## src/rtl/div_controller_pkg.sv

```systemverilog
// Shared definitions for the iterative DIV/DIVU unit: funct codes, FSM state
// encodings and the default datapath width.
package div_controller_pkg;

  localparam int DEFAULT_WIDTH = 32;

  localparam logic [5:0] FUNCT_DIV  = 6'h1a;
  localparam logic [5:0] FUNCT_DIVU = 6'h1b;

  typedef enum logic [1:0] {
    IDLE  = 2'd0,
    RUN   = 2'd1,
    FIXUP = 2'd2
  } div_state_t;

endpackage

```

## src/rtl/div_controller_step.sv

```systemverilog
// One restoring shift-subtract iteration: shift {rem,quo} left, trial-subtract
// the divisor from the widened remainder and keep the difference if no borrow.
module div_step
  import div_controller_pkg::*;
#(
  parameter int WIDTH = DEFAULT_WIDTH
) (
  input  logic [WIDTH-1:0] rem,
  input  logic [WIDTH-1:0] quo,
  input  logic [WIDTH-1:0] divisor,
  output logic [WIDTH-1:0] rem_next,
  output logic [WIDTH-1:0] quo_next
);

  logic [WIDTH:0] shifted;
  logic [WIDTH:0] diff;
  logic           borrow;

  // One extra bit so a shifted remainder >= 2**WIDTH still compares correctly.
  assign shifted  = {rem, quo[WIDTH-1]};
  assign diff     = shifted - {1'b0, divisor};
  assign borrow   = diff[WIDTH];
  assign rem_next = borrow ? shifted[WIDTH-1:0] : diff[WIDTH-1:0];
  assign quo_next = {quo[WIDTH-2:0], ~borrow};

endmodule

```

## src/rtl/div_controller.sv

```systemverilog
// DIV/DIVU sequencer: latches operand magnitudes, runs WIDTH restoring steps,
// applies signs and commits quotient to LO and remainder to HI.
module div_controller
  import div_controller_pkg::*;
#(
  parameter int WIDTH = DEFAULT_WIDTH,
  parameter int CNT_W = 6
) (
  input  logic             clock,
  input  logic             reset,
  input  logic             start,
  input  logic             is_signed,
  input  logic [WIDTH-1:0] dividend,
  input  logic [WIDTH-1:0] divisor,
  input  logic             flush,
  input  logic             read_hi,
  input  logic             read_lo,
  output logic             busy,
  output logic             stall,
  output logic             done,
  output logic [WIDTH-1:0] hi,
  output logic [WIDTH-1:0] lo
);

  div_state_t state_reg, state_next;

  logic [CNT_W-1:0] cnt_reg;
  logic [WIDTH-1:0] rem_reg, quo_reg, dvsr_reg;
  logic [WIDTH-1:0] hi_reg, lo_reg;
  logic             q_neg_reg, r_neg_reg, done_reg;

  logic [WIDTH-1:0] dividend_mag, divisor_mag;
  logic [WIDTH-1:0] rem_step, quo_step;
  logic             load, step, commit;

  // Two's-complement negation of the most negative value wraps to itself,
  // which is exactly the unsigned magnitude we want.
  assign dividend_mag = (is_signed && dividend[WIDTH-1]) ? -dividend : dividend;
  assign divisor_mag  = (is_signed && divisor[WIDTH-1])  ? -divisor  : divisor;

  div_step #(.WIDTH(WIDTH)) u_step (
    .rem      (rem_reg),
    .quo      (quo_reg),
    .divisor  (dvsr_reg),
    .rem_next (rem_step),
    .quo_next (quo_step)
  );

  always_ff @(posedge clock or posedge reset) begin
    if (reset) state_reg <= IDLE;
    else       state_reg <= state_next;
  end

  always_comb begin
    state_next = state_reg;
    load       = 1'b0;
    step       = 1'b0;
    commit     = 1'b0;
    case (state_reg)
      IDLE: begin
        if (start && !flush) begin
          state_next = RUN;
          load       = 1'b1;
        end
      end
      RUN: begin
        if (flush) begin
          state_next = IDLE;
        end else begin
          step = 1'b1;
          if (cnt_reg == CNT_W'(1)) state_next = FIXUP;
        end
      end
      FIXUP: begin
        state_next = IDLE;
        commit     = !flush;
      end
      default: state_next = IDLE;
    endcase
  end

  always_ff @(posedge clock or posedge reset) begin
    if (reset) begin
      cnt_reg   <= '0;
      rem_reg   <= '0;
      quo_reg   <= '0;
      dvsr_reg  <= '0;
      q_neg_reg <= 1'b0;
      r_neg_reg <= 1'b0;
      hi_reg    <= '0;
      lo_reg    <= '0;
      done_reg  <= 1'b0;
    end else begin
      done_reg <= commit;
      if (load) begin
        cnt_reg   <= CNT_W'(WIDTH);
        rem_reg   <= '0;
        quo_reg   <= dividend_mag;
        dvsr_reg  <= divisor_mag;
        q_neg_reg <= is_signed & (dividend[WIDTH-1] ^ divisor[WIDTH-1]);
        r_neg_reg <= is_signed & dividend[WIDTH-1];
      end else if (step) begin
        cnt_reg <= cnt_reg - 1'b1;
        rem_reg <= rem_step;
        quo_reg <= quo_step;
      end
      if (commit) begin
        lo_reg <= q_neg_reg ? -quo_reg : quo_reg;
        hi_reg <= r_neg_reg ? -rem_reg : rem_reg;
      end
    end
  end

  assign busy  = (state_reg != IDLE);
  assign stall = busy & (read_hi | read_lo | start);
  assign done  = done_reg;
  assign hi    = hi_reg;
  assign lo    = lo_reg;

endmodule

```

## config.mk

```make
export PLATFORM = sky130hd
export DESIGN_NAME = div_controller
export DESIGN_NICKNAME = d
export VERILOG_FILES = /design/src/rtl/div_controller_pkg.sv /design/src/rtl/div_controller_step.sv /design/src/rtl/div_controller.sv
export SDC_FILE = /design/constraint.sdc
export NUM_CORES = 1
export LEC_CHECK = 0
export ABC_CLOCK_PERIOD_IN_PS = 7750
export BUFFER_PORTS_ARGS = -buffer_cell sky130_fd_sc_hd__buf_2
export CORE_ASPECT_RATIO = 0.7
export CORE_MARGIN = 5
export CORE_UTILIZATION = 60
export DETAILED_ROUTE_END_ITERATION = 8
export PLACE_DENSITY_LB_ADDON = 0.05
export SYNTH_ARGS = -nofsm -noshare
export SYNTH_HDL_FRONTEND = slang
export SYNTH_HIERARCHICAL = 1
export SYNTH_SLANG_ARGS = --single-unit
```

## constraint.sdc

```tcl
create_clock -name clock -period 7.75 [get_ports clock]
set_input_delay 0.3875 -clock clock [delete_from_list [all_inputs] [get_ports clock]]
set_output_delay 0.3875 -clock clock [all_outputs]
set_load 0.05 [all_outputs]
```

==> results by group <==
Routing
  – 1st-iter DRT viols: between 800 and 900
  – Routed length per placed instance: around 18 µm
  – Post-Route WL: between 30000 and 40000 µm
  – Vias per cell: approximately 5.9
  – Final routed DRC violation total: 0
  – Final ANT Viol Nets: 0
  – Vias: ~10000
  – Drt first pass iters: 5

Final layout
  – Final nets: 1519
  – Area growth, synth to finish: 9.29%
  – Finished Core Util: about two thirds
  – Sequential cell area: between 0.004 and 0.005 mm²
  – Layout cells sized above 1: between 10% and 20%
  – Fillcell total: between 1500 and 2000
  – Final Instance Area: ~0.013 mm²
  – N_diodes: 0
  – Multi-input logic area: around 0.0069 mm²

Setup path
  – Crit path kind: reg -> reg
  – Critical path, cell by cell: inv_1, ha_1, fa_1, and2b_1, o2111ai_2, a21oi_2, o2111ai_1, a211oi_2, nor2_4, mux2i_4, and2_4, inv_8, mux2_4, a22o_1
  – FF-to-FF path depth: 14
  – R2R Path Start: quo_reg[31]
  – Worst-path fanout max: 24
  – CP max stage cell: fa_1
  – Kind of start point of the critical path: flip-flop
  – R2r setup slk: roughly 4000 ps
  – CP Capture Type: flip-flop
  – Max incr delay on CP: ~420 ps
  – CP Data Arrival Time: 4090 ps
  – Required time worst endpoint: about 8100 ps
  – Worst r2r dst: rem_reg[30]

Power and ir drop
  – Overall power: slightly above 5 mW
  – VDD IR max: between 0.0002 and 0.0003 V
  – Pleak: ~6 nW
  – Power Density: between 300 and 400 mW/mm²

Synth
  – Number of synthesized flops with an enable pin: 0
  – Largest family of logic cells by synthesized area: compound AO/OA/AOI/OAI gates
  – Post-Synth XOR/XNOR Area: 10.6%
  – Post-synth top area cell: dfrtp_1
  – Synth Area per Inst: around 8.9 µm²
  – Post-synth top area share: 35.8%
  – Synth Area in Adders: 4.15%
  – Count leader, synth: nand2_1
  – Synth Cell Area: roughly 0.012 mm²
  – Mux cell area share after synthesis: about 3.5%
  – Syn nets: 1455
  – Simple-Gate Fraction of Synth Area: 18.9%
  – Main synth FF type: dfrtp_1
  – Yosys reg bits: between 150 and 200
  – Seq/Total Area, Yosys: around 36%
  – Unique masters post-synth: 86
  – Synth top area cells: dfrtp_1 (36%), xor2_1 (8.4%), nand2_1 (6.5%), o21ai_0 (4.9%), ha_1 (4.0%)
  – Ys Warns: 6
  – Post-Synthesis Cells: between 1000 and 1500
  – Ys async rst share: 100%
  – Top cells by count, synth: nand2_1 (207), dfrtp_1 (171), o21ai_0 (117)
  – Post-synthesis compound-gate area fraction: about a fifth

STA
  – Post-Route Skew: 9.32 ps
  – Final period util: between 40% and 50%
  – RSZ-0062 raised after global routing: no
  – Final WS setup: roughly 4000 ps
  – Worst slew pin tran: approximately 1100 ps
  – Setup_tns: 0 ps
  – Hold Vio Cnt, Final: 0
  – Final slew viol count: 0
  – F_max: approximately 0.27 GHz
  – Slew headroom: about 27%
  – Setup Viol. Count Final: 0
  – Minimum clock period: between 3000 and 4000 ps

Place
  – HPWL Detailed: 23100 µm
  – PortBufs: ~140
  – Dpl cell area: between 0.01 and 0.015 mm²
  – Gp weighted congestion: 0.940
  – Pre-CTS setup slack: a little over 4000 ps

Global routing
  – Vias in the first global route: 9021
  – Tot GR Track Use: 27.2%
  – First-pass GRT wire length: roughly 49000 µm
  – Initial antenna violation count: 1
  – Total gr overflow: 0
  – Largest net degree at the start of global routing: 118

Die
  – Die W: 179 µm
  – Row cnt: 43
  – IO Pins: around 140
  – Die Span Y: around 130 µm
  – Core ar.: slightly below 0.02 mm²
  – Die Area: 0.0229 mm²
  – Starting density of the core: 60.7%

CTS
  – TritonCTS clock tree: built
  – CTS H-tree lvls: 4
  – Clk slew on worst S/H paths: about 80 ps
  – Cts bufs inserted: 17
  – Worst-Skew Late Latency: around 440 ps
  – Post-CTS Hold Buffers: 0
  – Post-CTS sizing: 0
  – Clk buf depth: 2
  – Post-CTS setup buffer count: 0
  – Root Buffer: clkbuf_16
  – # clock sinks: around 170

Min path
  – Min-Delay Path Class: in -> async

Run
  – Number of max-cap violations: 0

Status
  – Status: finished clean
==> cell families (layout without fill, tap and decap cells) <==
logic type / after synthesis / in the layout
multiplexers: 30 / 30
buffers and inverters: 148 / 225
AO/OA/AOI/OAI: 369 / 369
XOR/XNOR: 145 / 145
adder cells (fa/ha/maj): 39 / 39
AND/OR/NAND/NOR: 443 / 443
flip-flops: 171 / 171
==> critical path, delay by kind of cell (launching register included) <==
kind / cells / cell delay, ps
compound gates: 5 / 1100
simple gates: 3 / 680
flops: 1 / 410
buf+inv: 2 / 180
mux: 2 / 650
fa+ha+maj: 2 / 620
==> layout make-up <==
| class | instances | area share [%] |
|---|---|---|
| multi-input cells | 1026 | 53.0 |
| flip-flops and latches | 171 | 32.8 |
| repair buffers | 142 | 5.54 |
| clock buffers | 17 | 3.26 |
| well taps | 270 | 2.59 |
| inverters | 51 | 1.56 |
| clock inverters | 15 | 1.30 |
==> power breakdown <==
group | switching, mW | internal [mW] | leakage, nW
logic | 1.60 | 1.19 | 3.53
registers | 0.415 | 1.11 | 2.23
clock network | 0.420 | 0.435 | 0.291
==> through the flow <==
stage,std cells,hold slack (ps)
floorplan,1345,450
global placement,1660,455
detailed placement,1660,465
CTS,1692,153
global route,1692,174
finish,1692,84.6
==> cells in the final DEF, fill, tap and decap left out, types with 10 or more instances in the layout <==
master,synthesis,final
or3_1,11,11
o21ai_1,20,20
a21oi_1,61,61
mux2_4,19,19
nor4_1,10,10
xnor2_1,30,30
clkbuf_16,0,17
o31ai_1,34,34
o41ai_1,16,16
dfrtp_1,171,171
nand2_1,207,206
inv_1,50,49
nand3_1,27,27
and3_1,24,24
nor2_1,65,64
o41ai_2,11,11
a31oi_1,20,20
buf_2,2,137
ha_1,38,38
xor2_1,115,115
a22o_1,31,31
nand4_1,12,12
o21ai_0,117,117
a21o_1,18,18
nor3_1,21,21
==> worst max-delay path by stage <==
stage	depth (start not counted)	slack, ps	endpoint	from
after floorplan	1	2730	cnt_reg[0]	reset
after global placement	14	4180	rem_reg[27]	quo_reg[31]
after detailed placement	14	4050	rem_reg[23]	quo_reg[31]
after CTS	14	4030	rem_reg[30]	quo_reg[31]
after global routing	14	3820	rem_reg[23]	quo_reg[31]
final	14	3980	rem_reg[30]	quo_reg[31]
==> per-layer routing <==
metal | part of all wire [%] | up-vias | GRT usage [%]
met5 | 0.023 | - | 0
met2 | 36 | 399 | 33.2
met4 | 0.67 | 2 | 4.38
met3 | 9.5 | 19 | 6.52
li1 | - | 4906 | -
met1 | 54 | 4734 | 47.3
(Power assumes the default switching activity.)
